`config.mk`:
```
export PLATFORM = sky130hd
export DESIGN_NAME = muldiv_seq
export DESIGN_NICKNAME = d
export VERILOG_FILES = /design/src/rtl/muldiv_seq.sv
export SDC_FILE = /design/constraint.sdc
export NUM_CORES = 1
export LEC_CHECK = 0
export CAP_MARGIN = 20
export CORE_ASPECT_RATIO = 1.25
export CORE_UTILIZATION = 37
export CTS_BUF_LIST = sky130_fd_sc_hd__clkbuf_8
export CTS_CLUSTER_DIAMETER = 30
export DETAILED_ROUTE_END_ITERATION = 10
export MAX_ROUTING_LAYER = met4
export PLACE_DENSITY = 0.69
export SYNTH_ARGS = -nofsm -noshare
export SYNTH_HDL_FRONTEND = slang
export SYNTH_SLANG_ARGS = --single-unit
```
`constraint.sdc`:
```
create_clock -name clk -period 4.8 [get_ports clk]
set_input_delay 0.72 -clock clk [delete_from_list [all_inputs] [get_ports clk]]
set_output_delay 0.72 -clock clk [all_outputs]
set_load 0.05 [all_outputs]
```
`src/rtl/muldiv_seq.sv`:
```
// rtl/muldiv_seq.sv - iterative MULT/MULTU/DIV/DIVU sequencer driving an external ALU
// Shift-add multiply and restoring divide, 32 iterations, HI/LO written in FIXUP.
module muldiv_seq (
  input  logic        clk,
  input  logic        rst_n,
  input  logic        start,
  input  logic [1:0]  op,
  input  logic [31:0] rs_val,
  input  logic [31:0] rt_val,
  output logic [31:0] alu_op_1,
  output logic [31:0] alu_op_2,
  output logic [3:0]  alu_ctrl,
  input  logic [31:0] alu_res,
  output logic        busy,
  output logic        done,
  output logic [31:0] hi,
  output logic [31:0] lo,
  output logic        divz
);

  typedef enum logic [1:0] {
    IDLE  = 2'd0,
    RUN   = 2'd1,
    FIXUP = 2'd2
  } state_t;

  localparam logic [3:0] ALU_ADD = 4'b0010;
  localparam logic [3:0] ALU_SUB = 4'b0110;

  state_t state, state_next;

  // acc holds P_hi (multiply) or R (divide); qr holds P_lo or Q; m holds M or D.
  logic        div_mode;
  logic        neg_q;
  logic        neg_r;
  logic [4:0]  cnt;
  logic [31:0] acc;
  logic [31:0] qr;
  logic [31:0] m;

  logic        signed_in;
  logic [31:0] rs_mag;
  logic [31:0] rt_mag;

  assign signed_in = ~op[0];
  assign rs_mag    = (signed_in && rs_val[31]) ? -rs_val : rs_val;
  assign rt_mag    = (signed_in && rt_val[31]) ? -rt_val : rt_val;

  logic        div_t;
  logic [31:0] div_sh;
  logic        div_take;
  logic        mul_carry;

  assign {div_t, div_sh} = {acc, qr[31]};
  assign div_take        = div_t | (div_sh >= m);
  assign mul_carry       = (alu_res < acc);

  logic [63:0] prod;
  logic [63:0] prod_neg;
  logic [31:0] q_neg;
  logic [31:0] r_neg;

  assign prod     = {acc, qr};
  assign prod_neg = -prod;
  assign q_neg    = -qr;
  assign r_neg    = -acc;

  always_ff @(posedge clk or negedge rst_n) begin
    if (!rst_n) begin
      state <= IDLE;
    end else begin
      state <= state_next;
    end
  end

  always_comb begin
    state_next = state;
    alu_op_1   = 32'd0;
    alu_op_2   = 32'd0;
    alu_ctrl   = ALU_ADD;
    case (state)
      IDLE: begin
        if (start) begin
          state_next = RUN;
        end
      end
      RUN: begin
        if (div_mode) begin
          alu_op_1 = div_sh;
          alu_op_2 = m;
          alu_ctrl = ALU_SUB;
        end else begin
          alu_op_1 = acc;
          alu_op_2 = qr[0] ? m : 32'd0;
        end
        if (cnt == 5'd31) begin
          state_next = FIXUP;
        end
      end
      FIXUP: begin
        state_next = IDLE;
      end
      default: begin
        state_next = IDLE;
      end
    endcase
  end

  always_ff @(posedge clk or negedge rst_n) begin
    if (!rst_n) begin
      busy     <= 1'b0;
      done     <= 1'b0;
      hi       <= 32'd0;
      lo       <= 32'd0;
      divz     <= 1'b0;
      div_mode <= 1'b0;
      neg_q    <= 1'b0;
      neg_r    <= 1'b0;
      cnt      <= 5'd0;
      acc      <= 32'd0;
      qr       <= 32'd0;
      m        <= 32'd0;
    end else begin
      busy <= (state_next != IDLE);
      done <= (state == FIXUP);
      case (state)
        IDLE: begin
          if (start) begin
            div_mode <= op[1];
            neg_q    <= signed_in & (rs_val[31] ^ rt_val[31]);
            neg_r    <= signed_in & rs_val[31];
            cnt      <= 5'd0;
            acc      <= 32'd0;
            qr       <= rs_mag;
            m        <= rt_mag;
          end
        end
        RUN: begin
          cnt <= cnt + 5'd1;
          if (div_mode) begin
            if (div_take) begin
              acc <= alu_res;
              qr  <= {qr[30:0], 1'b1};
            end else begin
              acc <= div_sh;
              qr  <= {qr[30:0], 1'b0};
            end
          end else begin
            // Carry out of the ALU add becomes the new MSB of the 65-bit shift.
            acc <= {mul_carry, alu_res[31:1]};
            qr  <= {alu_res[0], qr[31:1]};
          end
        end
        FIXUP: begin
          if (div_mode) begin
            lo   <= neg_q ? q_neg : qr;
            hi   <= neg_r ? r_neg : acc;
            divz <= (m == 32'd0);
          end else begin
            {hi, lo} <= neg_q ? prod_neg : prod;
            divz     <= 1'b0;
          end
        end
        default: begin
        end
      endcase
    end
  end

endmodule

```
# Yosys cells after proc, flatten, opt, wreduce, memory -nomap -nowiden

Cells that the tools add are included.

Register bits: 173
Bits of input ports: 101
Output and inout bits: 135
Logic and storage cells: 66

$add $sub $neg: 6
Order comparisons: 2
Equal/unequal tests: 4
Mux-type cells: 28
Bitwise logic cells: 5
Reduce and logical (&&, ||, !) cells: 8

Operators by type and width:

| operator            | number |
|---|---|
| $mux 32             | 16 |
| $neg 32->32         | 4 |
| $pmux 32 s2         | 2 |
| $mux 64             | 1 |
| $neg 64->64         | 1 |
| $ge 32x32->1        | 1 |
| $logic_not 32->1    | 1 |
| $lt 32x32->1        | 1 |
| $pmux 5 s2          | 1 |
| $mux 3              | 2 |
| $add 5x1->5 const B | 1 |
| $eq 5x5->1 const B  | 1 |
| $mux 5              | 1 |
| $mux 2              | 2 |
| $pmux 2 s2          | 1 |
| $reduce_and 2->1    | 2 |
| $reduce_bool 2->1   | 2 |
| $and 1x1->1         | 2 |
| $eq 2x1->1 const B  | 1 |
| $eq 2x2->1 const B  | 1 |
| $logic_and 1x1->1   | 2 |
| $logic_not 2->1     | 1 |
| $mux 1              | 2 |
| $ne 2x2->1 const B  | 1 |
| other kinds (3)     | 3 |

# Longest topological paths before layout

Depth after elaboration: 5
Depth in mapped cells: 10
Depth with buffers taken out: 9

# Worst setup path after synthesis

Ideal clock, no wire load.

Path type: register to output
From: reg div_mode
To: out alu_op_1[10]
Data arrival time: 2.548 ns
Data required time: 4.080 ns
Slack: 1.532 ns
Stages on the path, launching flop included: 7
Buffers on the path: 4
Path through: dfrtp_1 clkbuf_1 buf_2 buf_1 buf_1 mux2i_1 nor2_1

Longest elaborated chain between the ends: 2

RTL lines:

| item                     | RTL line | source |
|---|---|---|
| start: declaration       | 33       | `logic div_mode;` |
| start signal: assignment | 129      | `div_mode <= op[1];` |
| $mux 32                  | 88       | `if (div_mode) begin` |
| $mux 32                  | 81       | `case (state)` |
| end: declaration         | 10       | `output logic [31:0] alu_op_1,` |

Every way passes these cells.

# Worst setup path after layout

From: reg state[1]
To: out alu_op_2[18]

Longest elaborated chain between the ends: 2

RTL lines:

| item                     | RTL line | source |
|---|---|---|
| start: declaration       | 30       | `state_t state, state_next;` |
| start signal: assignment | 72       | `state <= state_next;` |
| $eq 2x1->1               | 81       |  |
| $mux 32                  | 81       |  |
| end: declaration         | 11       | `output logic [31:0] alu_op_2,` |

Every way passes these cells.

==> flow_summary.yaml <==
finish:
  syn2layout_area_growth_pct: 22.9
  layout-drive-gt1-share_pct: 4.29
  num-nets-final: 1886
  fillCellCount: 3435
logic_synthesis:
  syn_avg_cell_area_sq_um: 8.26
  syn_inst: 1564
  yosys-mux-area-fraction_pct: 7.44
  ys_ff_latch: 173
  synth-compound-area-share_pct: 18.8
  yosysUniqueCellTypes: 69
  synth_xor_area_share_pct: 7.93
  synth_edf_count: 0
  synthSimpleGateAreaFrac_pct: 19.6
  synth_top_area_share_pct: 33.5
  synth_top_family_by_area: "simple AND/OR/NAND/NOR gates"
  yosysWarnings: 0
  synthTopCellsByArea: "dfrtp_1, mux2i_1, ha_1"
  ys_seq_area_share_pct: 33.5
  synth-main-ff-cell: "dfrtp_1"
  ys_async_sr_fraction_pct: 100
  synthAdderAreaFrac_pct: 6.68
  synth.largest_area_cell: "dfrtp_1"
  syn_area_sq_mm: 0.0129
critical_path:
  crit_start: "state[1]$_DFF_PN0_"
  crit_end: "alu_op_2[18]"
  worstPathMaxFanout: 56
  worstSetupPathType: "reg -> out"
  r2r_cells: 10
  arrival_ns: 3.08
  worst_ep_required_time_ns: 4.08
  reg2reg_slack_ns: 1.33
  end_kind: "output pin"
  reg2reg_to: "acc[31]$_DFFE_PN0P_"
  critPathLaunchType: "flop"
  r2r-start: "qr[31]$_DFFE_PN0P_"
timing:
  hold_viol_final: 0
  grt_setup_unrepaired: "no"
  tightest_slew_ns: 0.975
  drv_slew: 0
  timing.final.crit_share_pct: 79.3
  holdWs_ns: 0.205
  fmax_mhz: 263
  finalSetupViolations: 0
  clock_skew_ns: 0.0144
  setup_tns_ns: 0
  slew_headroom_pct: 34.9
  period_needed_ns: 3.80
die:
  dieWidth_microns: 169
  core_area_sq_mm: 0.0344
  dieArea_sq_mm: 0.0357
  die_y_microns: 211
  initial_core_util_pct: 37.6
  rows: 76
  ioPinCount: 236
grt:
  track_usage_pct: 24.3
  first_global_vias: 11697
  grt_most_used_layer: "met2"
  grt_remaining_overflow: 0
  grtUsageMet2_pct: 38.0
  met3_usage_pct: 3.84
  grt_max_degree: 111
  grtUsageMet1_pct: 30.8
  grt_pass1_wl_microns: 65600
  antenna_found_initial: 2
drt:
  firstDrtPassIters: 6
  vias: 12097
  wl_microns: 42100
  vias_per_cell: 5.51
  antenna_left: 0
  routedWlPerCell_microns: 19.2
  first_iter_violations: 794
  route.detailed.drc: 0
clock_network:
  cts.hold.buffers_added: 0
  clock_latency_ns: 0.48
  cts_tree: "built"
  clk_pin_slew_ns: 0.09
  cts-buffers-inserted: 17
  cts.htree.levels: 4
  post-cts-setup-buffers: 0
  post_cts_resized: 0
  clock-sinks: 173
  clock_path_buffers: 2
  cts_root_buffer: "clkbuf_8"
hold_path:
  hold_class: "in -> async"
outcome:
  outcome: "complete, no violations"
pwr:
  power_density_mw_per_mm2: 697
  swShare_pct: 55.1
  p_leak_uw: 0.00645
  intPower_uw: 4970
  pwr-share-clk_pct: 9.1
  irDropWorstVdd_v: 0.000509
  p_switching_uw: 6100
  pwr-share-comb_pct: 63.6
  pwr-share-seq_pct: 27.3
job:
  drv_cap: 0
placed_design:
  dp_hpwl_microns: 32400
  gp_congestion: 0.959
  io_buffers: 232
[how the worst min path moves through the flow]
| stage | slack, ns | start | to |
|---|---|---|---|
| after CTS | 0.22 | rst_n | lo[7]$_DFFE_PN0P_ |
| after floorplan | 0.42 | rst_n | acc[0]$_DFFE_PN0P_ |
| after global placement | 0.46 | cnt[3]$_DFFE_PN0P_ | cnt[3]$_DFFE_PN0P_ |
| final | 0.20 | rst_n | lo[10]$_DFFE_PN0P_ |
| after global routing | 0.24 | rst_n | lo[10]$_DFFE_PN0P_ |
| after detailed placement | 0.47 | divz$_DFFE_PN0P_ | divz$_DFFE_PN0P_ |
[state kept, by name, indices dropped and copies added, names as in the netlist]
| register | flops |
|---|---|
| acc | 32 |
| hi | 32 |
| lo | 32 |
| m | 32 |
| qr | 32 |
| cnt | 5 |
| state | 2 |
| busy | 1 |
| div_mode | 1 |
| divz | 1 |
| done | 1 |
| neg_q | 1 |
| neg_r | 1 |
[through the flow]
stage | setup WS [ns] | std cells | total power (uW) | utilization, % | area [sq um]
global route | 0.883 | 2196 | 11800 | 46.1 | 15900
detailed placement | 1.31 | 2165 | 10000 | 45.1 | 15500
CTS | 1.00 | 2194 | 11000 | 46.1 | 15900
finish | 0.996 | 2196 | 11100 | 46.1 | 15900
global placement | 1.41 | 2165 | 9830 | 45.1 | 15500
floorplan | 1.53 | 1565 | 7680 | - | 12900
[routing by layer]
metal | wire (microns) | vias to the layer above
li1 | - | 5845
met1 | 18600 | 5785
met2 | 19700 | 366
met3 | 2130 | 101
met4 | 1600 | 0
met5 | 0 | -
[critical path, cell delays in order (launching register included)]
cell	delay (ns)
dfrtp_1	0.44
nand2b_4	0.49
buf_4	0.44
nor3_1	0.34
clkdlybuf4s50_1	0.86
[cells in the mapped netlist (20+ instances only)]
| master | number |
|---|---|
| nor3_1 | 59 |
| a21oi_1 | 87 |
| xnor2_1 | 66 |
| o21ai_0 | 134 |
| o21ai_1 | 79 |
| dfrtp_1 | 173 |
| clkbuf_1 | 89 |
| mux2i_1 | 95 |
| nor3b_1 | 33 |
| a31oi_1 | 20 |
| nand4_1 | 23 |
| or3_1 | 23 |
| xor2_1 | 51 |
| inv_1 | 80 |
| ha_1 | 69 |
| nand2_1 | 159 |
| nor2_1 | 97 |
[power groups by stage]
stage          clock network, uW  logic [uW]  registers [uW]
2_1_floorplan                  0        5150            2530
3_3_place_gp                   0        6850            2980
3_5_place_dp                   0        6980            3010
4_1_cts                     1030        7010            2980
5_1_grt                     1090        7580            3090
6_report                    1010        7040            3020
[final cells by class]
cell class	count	area, sq um	share of cell area, %
Multi-Input combinational cell	1197	7850	49.4
Sequential cell	173	4330	27.3
Timing Repair Buffer	247	2450	15.4
Tap cell	468	586	3.69
Inverter	80	300	1.89
Clock buffer	17	234	1.47
Clock inverter	12	126	0.796
Antenna cell	2	5.00	0.0315
[cell usage in the layout (no fill, tap or decap), types with 17 or more instances in the layout]
| cell type | netlist | final |
|---|---|---|
| nor3_1 | 59 | 59 |
| xnor2_1 | 66 | 66 |
| nor2_1 | 97 | 95 |
| nand4_1 | 23 | 23 |
| o211ai_1 | 18 | 18 |
| xor2_1 | 51 | 51 |
| clkdlybuf4s50_1 | 0 | 231 |
| clkbuf_8 | 0 | 17 |
| or3_1 | 23 | 23 |
| o31ai_1 | 19 | 19 |
| ha_1 | 69 | 69 |
| inv_1 | 80 | 82 |
| dfrtp_1 | 173 | 172 |
| a31oi_1 | 20 | 20 |
| nand2_1 | 159 | 158 |
| nor4_1 | 19 | 19 |
| o21ai_1 | 79 | 79 |
| nand3_1 | 18 | 18 |
| nor3b_1 | 33 | 33 |
| mux2i_1 | 95 | 95 |
| a21oi_1 | 87 | 87 |
| o21ai_0 | 134 | 134 |
[cell families (layout without fill, tap and decap cells)]
kind of cell | after synthesis | count (layout)
xor gates and xnor gates | 117 | 117
other | 2 | 5
buffers and inverters | 195 | 356
muxes | 96 | 96
DFF | 173 | 173
AOI/OAI and AO/OA | 418 | 418
and+or+nand+nor | 494 | 494
adders and majority gates | 69 | 69
(Power assumes the default switching activity.)
